$ cat src/rtl/mau_pkg.sv
// Shared types and helpers for the memory access unit: FSM states and device-select decoding.
package mau_pkg;

    typedef enum logic [1:0] {
        IDLE     = 2'd0,
        ACCESS   = 2'd1,
        SYNCWAIT = 2'd2
    } mau_state_t;

    localparam logic [3:0] DEV_MEM = 4'h0;
    localparam logic [3:0] DEV_FP  = 4'h1;

    function automatic logic [3:0] dev_of(input logic [15:0] addr);
        return addr[15:12];
    endfunction

endpackage

$ cat src/rtl/mau_wait_timer.sv
// Saturating Waitreq watchdog: counts stalled ACCESS cycles, expired is combinational in the stall cycle
// where the count has reached TIMEOUT-1. No backpressure; clear has priority over enable.
module mau_wait_timer #(
    parameter int TIMEOUT = 16
) (
    input  logic clk,
    input  logic rst,
    input  logic clr,
    input  logic en,
    output logic expired
);

    localparam int CNT_W = $clog2(TIMEOUT);
    localparam logic [CNT_W-1:0] CNT_MAX = CNT_W'(TIMEOUT - 1);

    logic [CNT_W-1:0] count_q;
    logic [CNT_W-1:0] count_d;

    always_comb begin
        count_d = count_q;
        if (clr) begin
            count_d = '0;
        end else if (en && (count_q != CNT_MAX)) begin
            count_d = count_q + CNT_W'(1);
        end
    end

    always_ff @(posedge clk) begin
        if (rst) begin
            count_q <= '0;
        end else begin
            count_q <= count_d;
        end
    end

    assign expired = en && (count_q == CNT_MAX);

endmodule

$ cat src/rtl/mem_access_unit.sv
// Memory pipeline stage: one load/store at a time onto an Avalon-style bus, load data returned as a pulse.
// MEM load 3 cycles, other loads 2, store frees ReqReady after 2; each Waitreq cycle adds one; ReqReady=0 while busy.
module mem_access_unit
    import mau_pkg::*;
#(
    parameter int TIMEOUT = 16,
    parameter int TAG_W   = 3
) (
    input  logic             Clock,
    input  logic             Reset,
    input  logic             ReqValid,
    input  logic             ReqWrite,
    input  logic [15:0]      ReqAddr,
    input  logic [15:0]      ReqData,
    input  logic [TAG_W-1:0] ReqDest,
    output logic             ReqReady,
    output logic             RespValid,
    output logic [15:0]      RespData,
    output logic [TAG_W-1:0] RespDest,
    output logic             BusErr,
    output logic [15:0]      DataAddr,
    output logic [15:0]      BusIn,
    output logic             ReadData,
    output logic             WriteData,
    input  logic [15:0]      BusOut,
    input  logic             Waitreq
);

    mau_state_t       state_q, state_d;
    logic [15:0]      addr_q, addr_d;
    logic [15:0]      wdata_q, wdata_d;
    logic             write_q, write_d;
    logic [TAG_W-1:0] dest_q, dest_d;
    logic             rd_q, rd_d;
    logic             wr_q, wr_d;
    logic             resp_vld_q, resp_vld_d;
    logic [15:0]      resp_data_q, resp_data_d;
    logic             err_q, err_d;

    logic accept;
    logic timer_en;
    logic expired;
    logic is_mem;

    assign accept   = (state_q == IDLE) && ReqValid;
    assign timer_en = (state_q == ACCESS) && Waitreq;
    assign is_mem   = (dev_of(addr_q) == DEV_MEM);

    mau_wait_timer #(
        .TIMEOUT(TIMEOUT)
    ) u_wait_timer (
        .clk    (Clock),
        .rst    (Reset),
        .clr    (accept),
        .en     (timer_en),
        .expired(expired)
    );

    always_ff @(posedge Clock) begin
        if (Reset) begin
            state_q <= IDLE;
        end else begin
            state_q <= state_d;
        end
    end

    always_comb begin
        state_d = state_q;
        case (state_q)
            IDLE: begin
                if (ReqValid) begin
                    state_d = ACCESS;
                end
            end
            ACCESS: begin
                if (!Waitreq) begin
                    // MEM returns read data one cycle after the strobe, so loads take a detour
                    state_d = (!write_q && is_mem) ? SYNCWAIT : IDLE;
                end else if (expired) begin
                    state_d = IDLE;
                end
            end
            SYNCWAIT: state_d = IDLE;
            default:  state_d = IDLE;
        endcase
    end

    always_comb begin
        addr_d      = addr_q;
        wdata_d     = wdata_q;
        write_d     = write_q;
        dest_d      = dest_q;
        rd_d        = 1'b0;
        wr_d        = 1'b0;
        resp_vld_d  = 1'b0;
        resp_data_d = resp_data_q;
        err_d       = err_q;
        case (state_q)
            IDLE: begin
                if (ReqValid) begin
                    addr_d  = ReqAddr;
                    wdata_d = ReqData;
                    write_d = ReqWrite;
                    dest_d  = ReqDest;
                    err_d   = 1'b0;
                    rd_d    = !ReqWrite;
                    wr_d    = ReqWrite;
                end
            end
            ACCESS: begin
                if (!Waitreq) begin
                    if (!write_q && !is_mem) begin
                        resp_vld_d  = 1'b1;
                        resp_data_d = BusOut;
                    end
                end else if (expired) begin
                    // aborted loads still complete with zero data so writeback is never left waiting
                    err_d = 1'b1;
                    if (!write_q) begin
                        resp_vld_d  = 1'b1;
                        resp_data_d = '0;
                    end
                end else begin
                    rd_d = !write_q;
                    wr_d = write_q;
                end
            end
            SYNCWAIT: begin
                resp_vld_d  = 1'b1;
                resp_data_d = BusOut;
            end
            default: ;
        endcase
    end

    always_ff @(posedge Clock) begin
        if (Reset) begin
            addr_q      <= '0;
            wdata_q     <= '0;
            write_q     <= 1'b0;
            dest_q      <= '0;
            rd_q        <= 1'b0;
            wr_q        <= 1'b0;
            resp_vld_q  <= 1'b0;
            resp_data_q <= '0;
            err_q       <= 1'b0;
        end else begin
            addr_q      <= addr_d;
            wdata_q     <= wdata_d;
            write_q     <= write_d;
            dest_q      <= dest_d;
            rd_q        <= rd_d;
            wr_q        <= wr_d;
            resp_vld_q  <= resp_vld_d;
            resp_data_q <= resp_data_d;
            err_q       <= err_d;
        end
    end

    assign ReqReady  = (state_q == IDLE);
    assign RespValid = resp_vld_q;
    assign RespData  = resp_data_q;
    assign RespDest  = dest_q;
    assign BusErr    = err_q;
    assign DataAddr  = addr_q;
    assign BusIn     = wdata_q;
    assign ReadData  = rd_q;
    assign WriteData = wr_q;

endmodule

$ cat config.mk
export PLATFORM = sky130hd
export DESIGN_NAME = mem_access_unit
export DESIGN_NICKNAME = d
export VERILOG_FILES = /design/src/rtl/mau_pkg.sv /design/src/rtl/mau_wait_timer.sv /design/src/rtl/mem_access_unit.sv
export SDC_FILE = /design/constraint.sdc
export NUM_CORES = 1
export LEC_CHECK = 0
export BUFFER_PORTS_ARGS = -buffer_cell sky130_fd_sc_hd__buf_2
export CAP_MARGIN = 40
export CORE_ASPECT_RATIO = 0.6
export CORE_MARGIN = 4
export CORE_UTILIZATION = 30
export DETAILED_ROUTE_END_ITERATION = 7
export PLACE_DENSITY = 0.64
export SKIP_LAST_GASP = 1
export SYNTH_ARGS = -nofsm -noshare
export SYNTH_HDL_FRONTEND = slang
export SYNTH_HIERARCHICAL = 1
export SYNTH_SLANG_ARGS = --single-unit
$ cat constraint.sdc
create_clock -name Clock -period 2.1 [get_ports Clock]
set_clock_uncertainty 0.05 [all_clocks]
set_input_delay 0.42 -clock Clock [delete_from_list [all_inputs] [get_ports Clock]]
set_output_delay 0.42 -clock Clock [all_outputs]
set_load 0.01 [all_outputs]
==> metrics.yaml <==
critical_path:
  cp.arrival_ps: 2230
  end_kind: "flop"
  rr_startpoint: "state_q[1]"
  required_ps: 2310
  reg2reg_to: "state_q[1]"
  cp-endpoint: "state_q[1]"
  r2r_setup_slack_ps: 80
  start_kind: "flop"
  reg2reg_depth: 8
  critical_path_class: "flop to flop"
  crit_path_start: "state_q[1]"
  crit_fanout: 5
die:
  die_y_um: 78.6
  rows: 25
  die_area_um2: 9880
  num_io_pins: 112
  core_area_um2: 7980
  die_w_um: 126
  initial_core_util_pct: 31.2
power_and_ir_drop:
  power_leakage_uw: 0.00157
  power_density_nw_per_um2: 900
  p_total_uw: 3150
  peakVddDrop_v: 0.000554
job:
  cap_violations: 0
sta:
  slew_headroom_pct: 68.6
  worst_slew_pin_slew_ps: 470
  drv_slew: 0
  post-route-min-period_ps: 2020
  finalSetupViolations: 0
  max_clock_freq_ghz: 0.495
  tns_ps: 0
  fin_crit_sh_pct: 96.3
  rsz0062_at_grt: "no"
  hold_viol_final: 0
placed_design:
  gp_congestion: 0.838
  io_buffers: 111
  hpwl_mm: 4.82
cells_and_area:
  drive_gt1_share_pct: 35.5
  syn2layout_area_growth_pct: 40.3
  final_util_pct: 43.8
  finalNetCount: 464
  num_antenna_cells: 0
drt:
  drcViolationCount: 0
  wl_per_cell_um: 12.8
  viasPerCell: 4.62
  top_layer_used: "met4"
  wl_met1_mm: 3.06
  drt-initial-drc-count: 70
  postRouteWirelength_mm: 6.63
  ant_nets: 0
  met3_length_um: 719
  wl_met2_mm: 2.73
  firstDrtPassIters: 4
  vias: 2389
logic_synthesis:
  synth_top_area_share_pct: 49.8
  synth_edf_count: 0
  synth_largest_area_cell: "dfxtp_1"
  synthTopCellsByCount: "nand2_1 (94), dfxtp_1 (62), a21oi_1 (41), mux2i_1 (19), o211ai_1 (17)"
  synth_most_common_cell: "nand2_1"
  syn_inst: 290
  yosysSeqAreaShare_pct: 49.8
  syn_area_um2: 2490
  ys_top_cells_by_area: "dfxtp_1 (50%), nand2_1 (14%), a21oi_1 (8.2%)"
  ys_seq_elements: 62
  ys_async_sr_fraction_pct: 0
  synth_fp_nets: 350
  ys_warn_count: 6
  postSynthAreaPerCell_um2: 8.59
  yosysUniqueCellTypes: 33
  synth_ff_type: "dfxtp_1"
cts:
  htree_levels: 3
  cts_hold_buf: 0
  cts_buffers: 9
  clock_sinks: 62
  clkTransAtPathRegs_ps: 50
  cts_tree: "yes"
  root_buffer: "clkbuf_16"
  clock_latency_ps: 330
  cts_max_path_buffers: 2
global_routing:
  antenna_found_initial: 0
  grt_max_degree: 36
  grt_pass1_wl_mm: 10.9
  grtUsageTotal_pct: 13.9
  grt-ovfl-total: 0
  grt_pass1_vias: 2268
min_path:
  min_from: "ReqAddr[2]"
  hold_path.class: "primary input to flop"
run_status:
  outcome: "complete, no violations"
## worst min path at each step
stage | end | slack [ps] | cells past startpoint
floorplan | u_wait_timer/count_q[1] | 410 | 2
global placement | RespDest[0] | 390 | 2
detailed placement | RespDest[0] | 390 | 2
CTS | DataAddr[4] | 260 | 3
global route | DataAddr[2] | 260 | 3
finish | DataAddr[2] | 280 | 3
## placed cells by master, fill, tap and decap left out, types with 2 or more instances in the layout
| cell | count |
|---|---|
| o211ai_1 | 17 |
| buf_2 | 111 |
| a21oi_1 | 41 |
| mux2i_1 | 19 |
| ha_1 | 3 |
| o21ai_0 | 3 |
| nand3_1 | 2 |
| nor2_1 | 4 |
| buf_4 | 10 |
| clkinv_2 | 3 |
| clkbuf_8 | 2 |
| nand2_1 | 94 |
| dfxtp_1 | 62 |
| clkbuf_16 | 9 |
| inv_1 | 5 |
## flip-flops by register name, indices dropped and copies added, names as in the netlist
name                  cells
ReadData                  1
WriteData                 1
DataAddr                 16
u_wait_timer/count_q      4
RespDest                  3
RespData                 16
BusIn                    16
BusErr                    1
write_q                   1
RespValid                 1
state_q                   2
## kinds of logic (layout without fill, tap and decap cells)
family	Yosys count	in the layout	synth area share [%]
compound gates	65	65	16.1
fa+ha+maj	4	4	2.01
buf+inv	26	145	4.67
flops	62	62	49.8
mux	19	19	7.63
simple gates	114	114	19.8
## critical path: stages, from the launching register on
cell     delay, ps
dfxtp_1        320
inv_1           80
ha_2           200
and2_4         170
nand3_1        110
nor2_2         120
and3b_2        240
or4b_1         520
a21oi_1        150
## layer usage
| layer | up-vias | GRT usage, % |
|---|---|---|
| met3 | 10 | 8.09 |
| met1 | 1077 | 17.4 |
| met2 | 86 | 19.2 |
| met4 | 0 | 6.49 |
| met5 | - | 0 |
| li1 | 1216 | - |
## layout make-up
type                    count  area, µm²
multi-input cells         202       1140
repair buffers            122        651
inverters                   7       26.3
well taps                 108        135
fillers                   783       4480
flip-flops and latches     62       1240
clock buffers              12        256
clock inverters             4       45.0
## metrics by stage
| stage | cell area (µm²) | hold slack, ps | instances | setup slack [ps] |
|---|---|---|---|---|
| finish | 3500 | 277 | 517 | 78.7 |
| global placement | 3170 | 388 | 500 | 53.3 |
| detailed placement | 3170 | 395 | 500 | -7.39 |
| floorplan | 2490 | 405 | 290 | 72.9 |
| CTS | 3490 | 257 | 517 | 53.0 |
| global route | 3500 | 258 | 517 | 0.752 |
## report_power, final
group	total [µW]	internal, µW	switching, µW
Clock	1480	976	503
Combinational	393	171	223
Sequential	1280	1240	35.8
## timing repair
| action | CTS | global route |
|---|---|---|
| setup endpoints to repair | 16 | 17 |
| gates resized for setup | 0 | 3 |
| gates cloned | 0 | 0 |
| setup buffers | 1 | 0 |
| pin swaps | 1 | 0 |
No activity file was read; power rests on OpenSTA's default activity.
